File: src/rtl/slugtpu_pkg.sv
// -----------------------------------------------------------------------------
// slugtpu_pkg
// Shared definitions for the slugtpu array feeders (input side and weight side).
//   DATA_W        : default operand width per array lane
//   skew_state_e  : feeder FSM states (IDLE, STREAM, DRAIN)
// -----------------------------------------------------------------------------
package slugtpu_pkg;

    localparam int DATA_W = 16;

    typedef enum logic [1:0] {
        IDLE   = 2'd0,
        STREAM = 2'd1,
        DRAIN  = 2'd2
    } skew_state_e;

endpackage

File: src/rtl/skew_delay.sv
// -----------------------------------------------------------------------------
// skew_delay
// Holdable shift register of {valid, data} pairs, DEPTH stages long.
// A slot that enters with valid=0 always carries data 0, so downstream
// consumers never see a stale operand in an invalid slot.
//   clk_i    : clock
//   rst_ni   : asynchronous active-low reset, clears every stage
//   hold_i   : freeze, no stage changes
//   valid_i  : valid bit loaded into stage 0
//   data_i   : data loaded into stage 0 (forced to 0 when valid_i is 0)
//   valid_o  : valid bit of the last stage
//   data_o   : data of the last stage
// -----------------------------------------------------------------------------
module skew_delay
    import slugtpu_pkg::*;
#(
    parameter int DEPTH  = 1,
    parameter int DATA_W = slugtpu_pkg::DATA_W
) (
    input  logic              clk_i,
    input  logic              rst_ni,
    input  logic              hold_i,
    input  logic              valid_i,
    input  logic [DATA_W-1:0] data_i,
    output logic              valid_o,
    output logic [DATA_W-1:0] data_o
);

    logic [DEPTH-1:0]             valid_q, valid_d;
    logic [DEPTH-1:0][DATA_W-1:0] data_q,  data_d;

    always_comb begin
        valid_d = valid_q;
        data_d  = data_q;
        if (!hold_i) begin
            valid_d[0] = valid_i;
            data_d[0]  = valid_i ? data_i : '0;
            for (int i = 1; i < DEPTH; i++) begin
                valid_d[i] = valid_q[i-1];
                data_d[i]  = data_q[i-1];
            end
        end
    end

    always_ff @(posedge clk_i or negedge rst_ni) begin
        if (!rst_ni) begin
            valid_q <= '0;
            data_q  <= '0;
        end else begin
            valid_q <= valid_d;
            data_q  <= data_d;
        end
    end

    assign valid_o = valid_q[DEPTH-1];
    assign data_o  = data_q[DEPTH-1];

endmodule

File: src/rtl/sysray_input_skew.sv
// -----------------------------------------------------------------------------
// sysray_input_skew
// Input-side feeder for the sysray systolic array. Accepts one row vector per
// handshake and delays lane k by k extra cycles so operands enter the array
// on a diagonal wavefront. Tracks the drain of the final row of a tile and
// pulses done_o when that row's last lane is presented.
//   clk_i       : clock
//   rst_ni      : asynchronous active-low reset
//   row_data_i  : row vector, lane k at [k*DATA_W +: DATA_W]
//   row_valid_i : row present
//   row_last_i  : row is the last of the tile (qualified by row_valid_i)
//   row_ready_o : row can be accepted this cycle
//   hold_i      : freeze all state and outputs
//   sys_data_o  : skewed operands to the array
//   sys_valid_o : per-lane valid to the array in_valid_input
//   busy_o      : FSM not IDLE
//   done_o      : last row's final lane is being presented (one cycle)
//
// Handshake: a row transfers on a clock edge where row_valid_i && row_ready_o.
// row_ready_o is combinational (low under hold and during DRAIN); the source
// must keep row_data_i/row_last_i stable while row_valid_i is high and ready
// is low. Nothing is accepted between the last row and the return to IDLE.
// -----------------------------------------------------------------------------
module sysray_input_skew
    import slugtpu_pkg::*;
#(
    parameter int LANES  = 2,
    parameter int DATA_W = slugtpu_pkg::DATA_W
) (
    input  logic                    clk_i,
    input  logic                    rst_ni,
    input  logic [LANES*DATA_W-1:0] row_data_i,
    input  logic                    row_valid_i,
    input  logic                    row_last_i,
    output logic                    row_ready_o,
    input  logic                    hold_i,
    output logic [LANES*DATA_W-1:0] sys_data_o,
    output logic [LANES-1:0]        sys_valid_o,
    output logic                    busy_o,
    output logic                    done_o
);

    localparam int CNT_W = (LANES > 1) ? $clog2(LANES) : 1;
    localparam logic [CNT_W-1:0] CNT_LOAD = CNT_W'(LANES - 1);

    skew_state_e      state_q, state_d;
    logic [CNT_W-1:0] drain_cnt_q, drain_cnt_d;
    logic             accept;

    assign row_ready_o = !hold_i && (state_q != DRAIN);
    assign accept      = row_valid_i && row_ready_o;
    assign busy_o      = (state_q != IDLE);
    // The last row reaches lane LANES-1 exactly when the drain count hits 0;
    // being a function of registers only, the pulse freezes under hold.
    assign done_o      = (state_q == DRAIN) && (drain_cnt_q == '0);

    always_comb begin
        state_d     = state_q;
        drain_cnt_d = drain_cnt_q;
        if (!hold_i) begin
            unique case (state_q)
                IDLE, STREAM: begin
                    if (accept) begin
                        if (row_last_i) begin
                            state_d     = DRAIN;
                            drain_cnt_d = CNT_LOAD;
                        end else begin
                            state_d = STREAM;
                        end
                    end
                end
                DRAIN: begin
                    if (drain_cnt_q == '0) begin
                        state_d = IDLE;
                    end else begin
                        drain_cnt_d = drain_cnt_q - CNT_W'(1);
                    end
                end
                default: state_d = IDLE;
            endcase
        end
    end

    always_ff @(posedge clk_i or negedge rst_ni) begin
        if (!rst_ni) begin
            state_q     <= IDLE;
            drain_cnt_q <= '0;
        end else begin
            state_q     <= state_d;
            drain_cnt_q <= drain_cnt_d;
        end
    end

    // Lane k gets k+1 stages: stage 0 registers the accept, the extra k
    // stages create the diagonal skew. Non-accept cycles inject bubbles.
    for (genvar k = 0; k < LANES; k++) begin : g_lane
        skew_delay #(
            .DEPTH  (k + 1),
            .DATA_W (DATA_W)
        ) u_delay (
            .clk_i   (clk_i),
            .rst_ni  (rst_ni),
            .hold_i  (hold_i),
            .valid_i (accept),
            .data_i  (row_data_i[k*DATA_W +: DATA_W]),
            .valid_o (sys_valid_o[k]),
            .data_o  (sys_data_o[k*DATA_W +: DATA_W])
        );
    end

endmodule

File: config.mk
export PLATFORM = sky130hd
export DESIGN_NAME = sysray_input_skew
export DESIGN_NICKNAME = d
export VERILOG_FILES = /design/src/rtl/slugtpu_pkg.sv /design/src/rtl/skew_delay.sv /design/src/rtl/sysray_input_skew.sv
export SDC_FILE = /design/constraint.sdc
export NUM_CORES = 1
export LEC_CHECK = 0
export CORE_MARGIN = 1
export CORE_UTILIZATION = 45
export CTS_CLUSTER_SIZE = 40
export DETAILED_ROUTE_END_ITERATION = 16
export GPL_ROUTABILITY_DRIVEN = 1
export PLACE_DENSITY_LB_ADDON = 0.25
export SETUP_SLACK_MARGIN = 0.1
export SLEW_MARGIN = 20
export SYNTH_ARGS = -nofsm -noshare
export SYNTH_HDL_FRONTEND = slang
export SYNTH_SLANG_ARGS = --single-unit
File: constraint.sdc
create_clock -name clk_i -period 3.4 [get_ports clk_i]
set_input_delay 1.02 -clock clk_i [delete_from_list [all_inputs] [get_ports clk_i]]
set_output_delay 1.02 -clock clk_i [all_outputs]
set_load 0.005 [all_outputs]
==> flow_summary_export.csv <==
group,metric,value,unit
timing,slew_headroom,33.14,%
routing,wl_met2,2234,µm
min_path,min_path_type,"flip-flop to flip-flop",
routing,drt-total-wl,4730,µm
placement,place_inst,333,
clock_tree,cts_made_buffers,5,
setup_path,crit_chain,"buf_4 -> nor2_1 -> clkdlybuf4s50_1",
setup_path,max_stage_delay,0.52,ns
clock_tree,clock_path_buffers,2,
setup_path,rr_startpoint,"state_q[1]",
clock_tree,cts_root_buffer,"clkbuf_8",
timing,tightest_slew,1.003,ns
timing,skew,0.01030,ns
clock_tree,ctsResizeCount,0,
pwr,p_per_area,551.1,nW/µm²
routing,drt_drc_violations_left,0,
synthesis,syn_inst,219,
setup_path,path_buf_inv,2,
timing,setup_viol,0,
setup_path,worst_setup_path_start_kind,"primary input",
layout,mostFrequentLayoutCells,"clkdlybuf4s50_1, dfrtp_1, inv_1, nand2_1, o41ai_2",
setup_path,cpMaxStageDelayCell,"clkdlybuf4s50_1",
routing,ant_nets,0,
timing,min_period,2.787,ns
synthesis,synth.avg_cell_area,12.05,µm²
timing,tns,0,ns
clock_tree,clock_latency,0.30,ns
floorplan,rows,27,
setup_path,critPathTopFamily,"buffers and inverters",
clock_tree,hold_buffers,0,
grt,grt_max_degree,89,
flow_run,cap_violations,0,
floorplan,die_w,78.60,µm
routing,vias_per_cell,5.038,
layout,regArea,1326,µm²
grt,grt_pass1_vias,1671,
timing,drv_slew,0,
routing,met1Wirelength,2207,µm
pwr,peakVddDrop,279.2,µV
layout,final_common_cell,"clkdlybuf4s50_1",
synthesis,synth_adder_area_share,0,%
synthesis,synthXorXnorAreaFrac,0,%
synthesis,synth-simple-area-share,7.109,%
layout,num_antenna_cells,0,
layout,final_util,59.89,%
routing,wl_per_cell,13.87,µm
synthesis,synth_top_family_by_area,"compound AO/OA/AOI/OAI gates",
setup_path,cp-end-kind,"primary output",
clock_tree,cts_sinks,53,
synthesis,synth_warnings,0,
setup_path,critical_path_class,"primary input to primary output",
routing,dr.pass1.iters,4,
setup_path,cp_num_cells,3,
grt,grtUsageTotal,16.38,%
setup_path,crit_arrival,1.77,ns
layout,layout.nets,305,
grt,grt_overflow,0,
pwr,p_leak,0.001625,µW
timing,fin_crit_sh,81.97,%
routing,highest_layer,"met4",
clock_tree,cts.htree.levels,2,
layout,stdcell_count,341,
setup_path,endpoint,"row_ready_o",
setup_path,required,2.38,ns
placement,io_buffers,73,
synthesis,synth_nets,256,
layout,multi_input_area,924.6,µm²
timing,fmax,0.3588,GHz
grt,grt_pass1_wl,7893,µm
floorplan,dieHeight,78.60,µm
routing,vias,1718,
timing,rsz0062_at_grt,"no",
synthesis,synth.mux.area_fraction,7.251,%
routing,drt_first_iter_violations,104,
floorplan,start_util,47.36,%
layout,area_growth,26.45,%
timing,hold_viol,0,
clock_tree,clk_pin_slew_worst_paths,0.09,ns
setup_path,cp_max_fo,2,
clock_tree,post_cts_buffers,0,
layout,fillerInstances,471,
setup_path,r2r_cells,3,
setup_path,r2r_setup_slack,1.99,ns
routing,met3_length,223,µm
synthesis,syn_area,2640,µm²
floorplan,fp.coreArea,5574,µm²
placement,dp_hpwl,3069,µm
synthesis,synth-seq-cells,53,
floorplan,io-pin-count,74,
setup_path,crit_start,"hold_i",
outcome,status,"finished clean",
synthesis,yosysSeqAreaShare,50.24,%
placement,place_congestion,0.7063,
synthesis,yosysUniqueCellTypes,24,
grt,antenna_found_initial,0,
setup_path,reg2reg_to,"g_lane[1].u_delay.data_q[2]",
floorplan,die_area,6177,µm²
synthesis,synth_compound_area_share,20.66,%
layout,drive_above_1_share,23.42,%
clock_tree,cts_tree,"done",
-- metrics by stage --
step                hold slack, ns  area [µm²]  setup WS (ns)  power (µW)
floorplan                   0.4425        2640         0.7767        1231
global placement            0.4577        3222         0.5900        1410
detailed placement          0.4642        3222         0.6062        1424
CTS                         0.4885        3338         0.6054        1866
global route                0.5041        3338         0.5972        1945
finish                      0.4866        3338         0.6130        1840
-- sequential cells by signal, indices dropped and copies added, names as in the netlist --
register,cells
g_lane.u_delay.data_o,32
g_lane.u_delay.data_q,16
g_lane.u_delay.valid_q,2
state_q,2
drain_cnt_q,1
-- routing by layer --
metal / vias to the layer above / track usage, %
met5: - / 0
met4: 0 / 6.111
met3: 8 / 3.721
met2: 47 / 25.48
met1: 848 / 22.18
li1: 815 / -
-- worst register-to-register path, cell delays in order (launching register included) --
cell and delay (ns):
dfrtp_1 0.47, nor2b_4 0.20, buf_4 0.47, o41ai_1 0.12
-- worst min path at each step --
stage	cells after the start	to	start	slack, ns
after detailed placement	2	g_lane[1].u_delay.data_q[15]	g_lane[1].u_delay.data_q[15]	0.46
after CTS	2	g_lane[1].u_delay.data_q[3]	g_lane[1].u_delay.data_q[3]	0.49
final	2	g_lane[1].u_delay.data_q[14]	g_lane[1].u_delay.data_q[14]	0.49
after global routing	2	g_lane[1].u_delay.data_q[4]	g_lane[1].u_delay.data_q[4]	0.50
after global placement	2	g_lane[1].u_delay.data_q[2]	g_lane[1].u_delay.data_q[2]	0.46
after floorplan	2	g_lane[1].u_delay.data_q[0]	g_lane[1].u_delay.data_q[0]	0.44
-- layout make-up --
| cell class | instances | area share (%) |
|---|---|---|
| timing repair buffer | 77 | 22.56 |
| sequential | 53 | 39.73 |
| clock inverter | 1 | 0.8996 |
| inverter | 34 | 3.823 |
| multi-input combinational | 97 | 27.70 |
| tap | 72 | 2.699 |
| clock buffer | 7 | 2.586 |
-- power by group --
group          internal (µW)  total, µW  switching [µW]
Clock                    240        438             197
Combinational            316        570             254
Sequential               751        832            81.5
Total                   1310       1840             533
-- logic make-up (layout without fill, tap and decap cells) --
family	Yosys count	in the layout
buf+inv	69	119
mux	17	17
flops	53	53
simple gates	42	42
compound gates	38	38
-- Yosys cell counts, drive strengths merged --
library cell	instances	area [µm²]
a21o	1	7.510
a22oi	1	7.510
buf	35	261.5
dfrtp	53	1326
inv	34	127.6
mux2	17	191.4
nand2	33	123.9
nand2b	2	12.51
nand3b	1	7.510
nor2	1	3.750
nor2b	2	20.02
nor3	1	5.000
nor4b	1	8.760
o211ai	1	7.510
o21ai	1	5.000
o21bai	1	7.510
o31ai	1	12.51
o41ai	32	498.0
or2	1	6.260
Note: power is estimated with default switching activity, not from simulation.
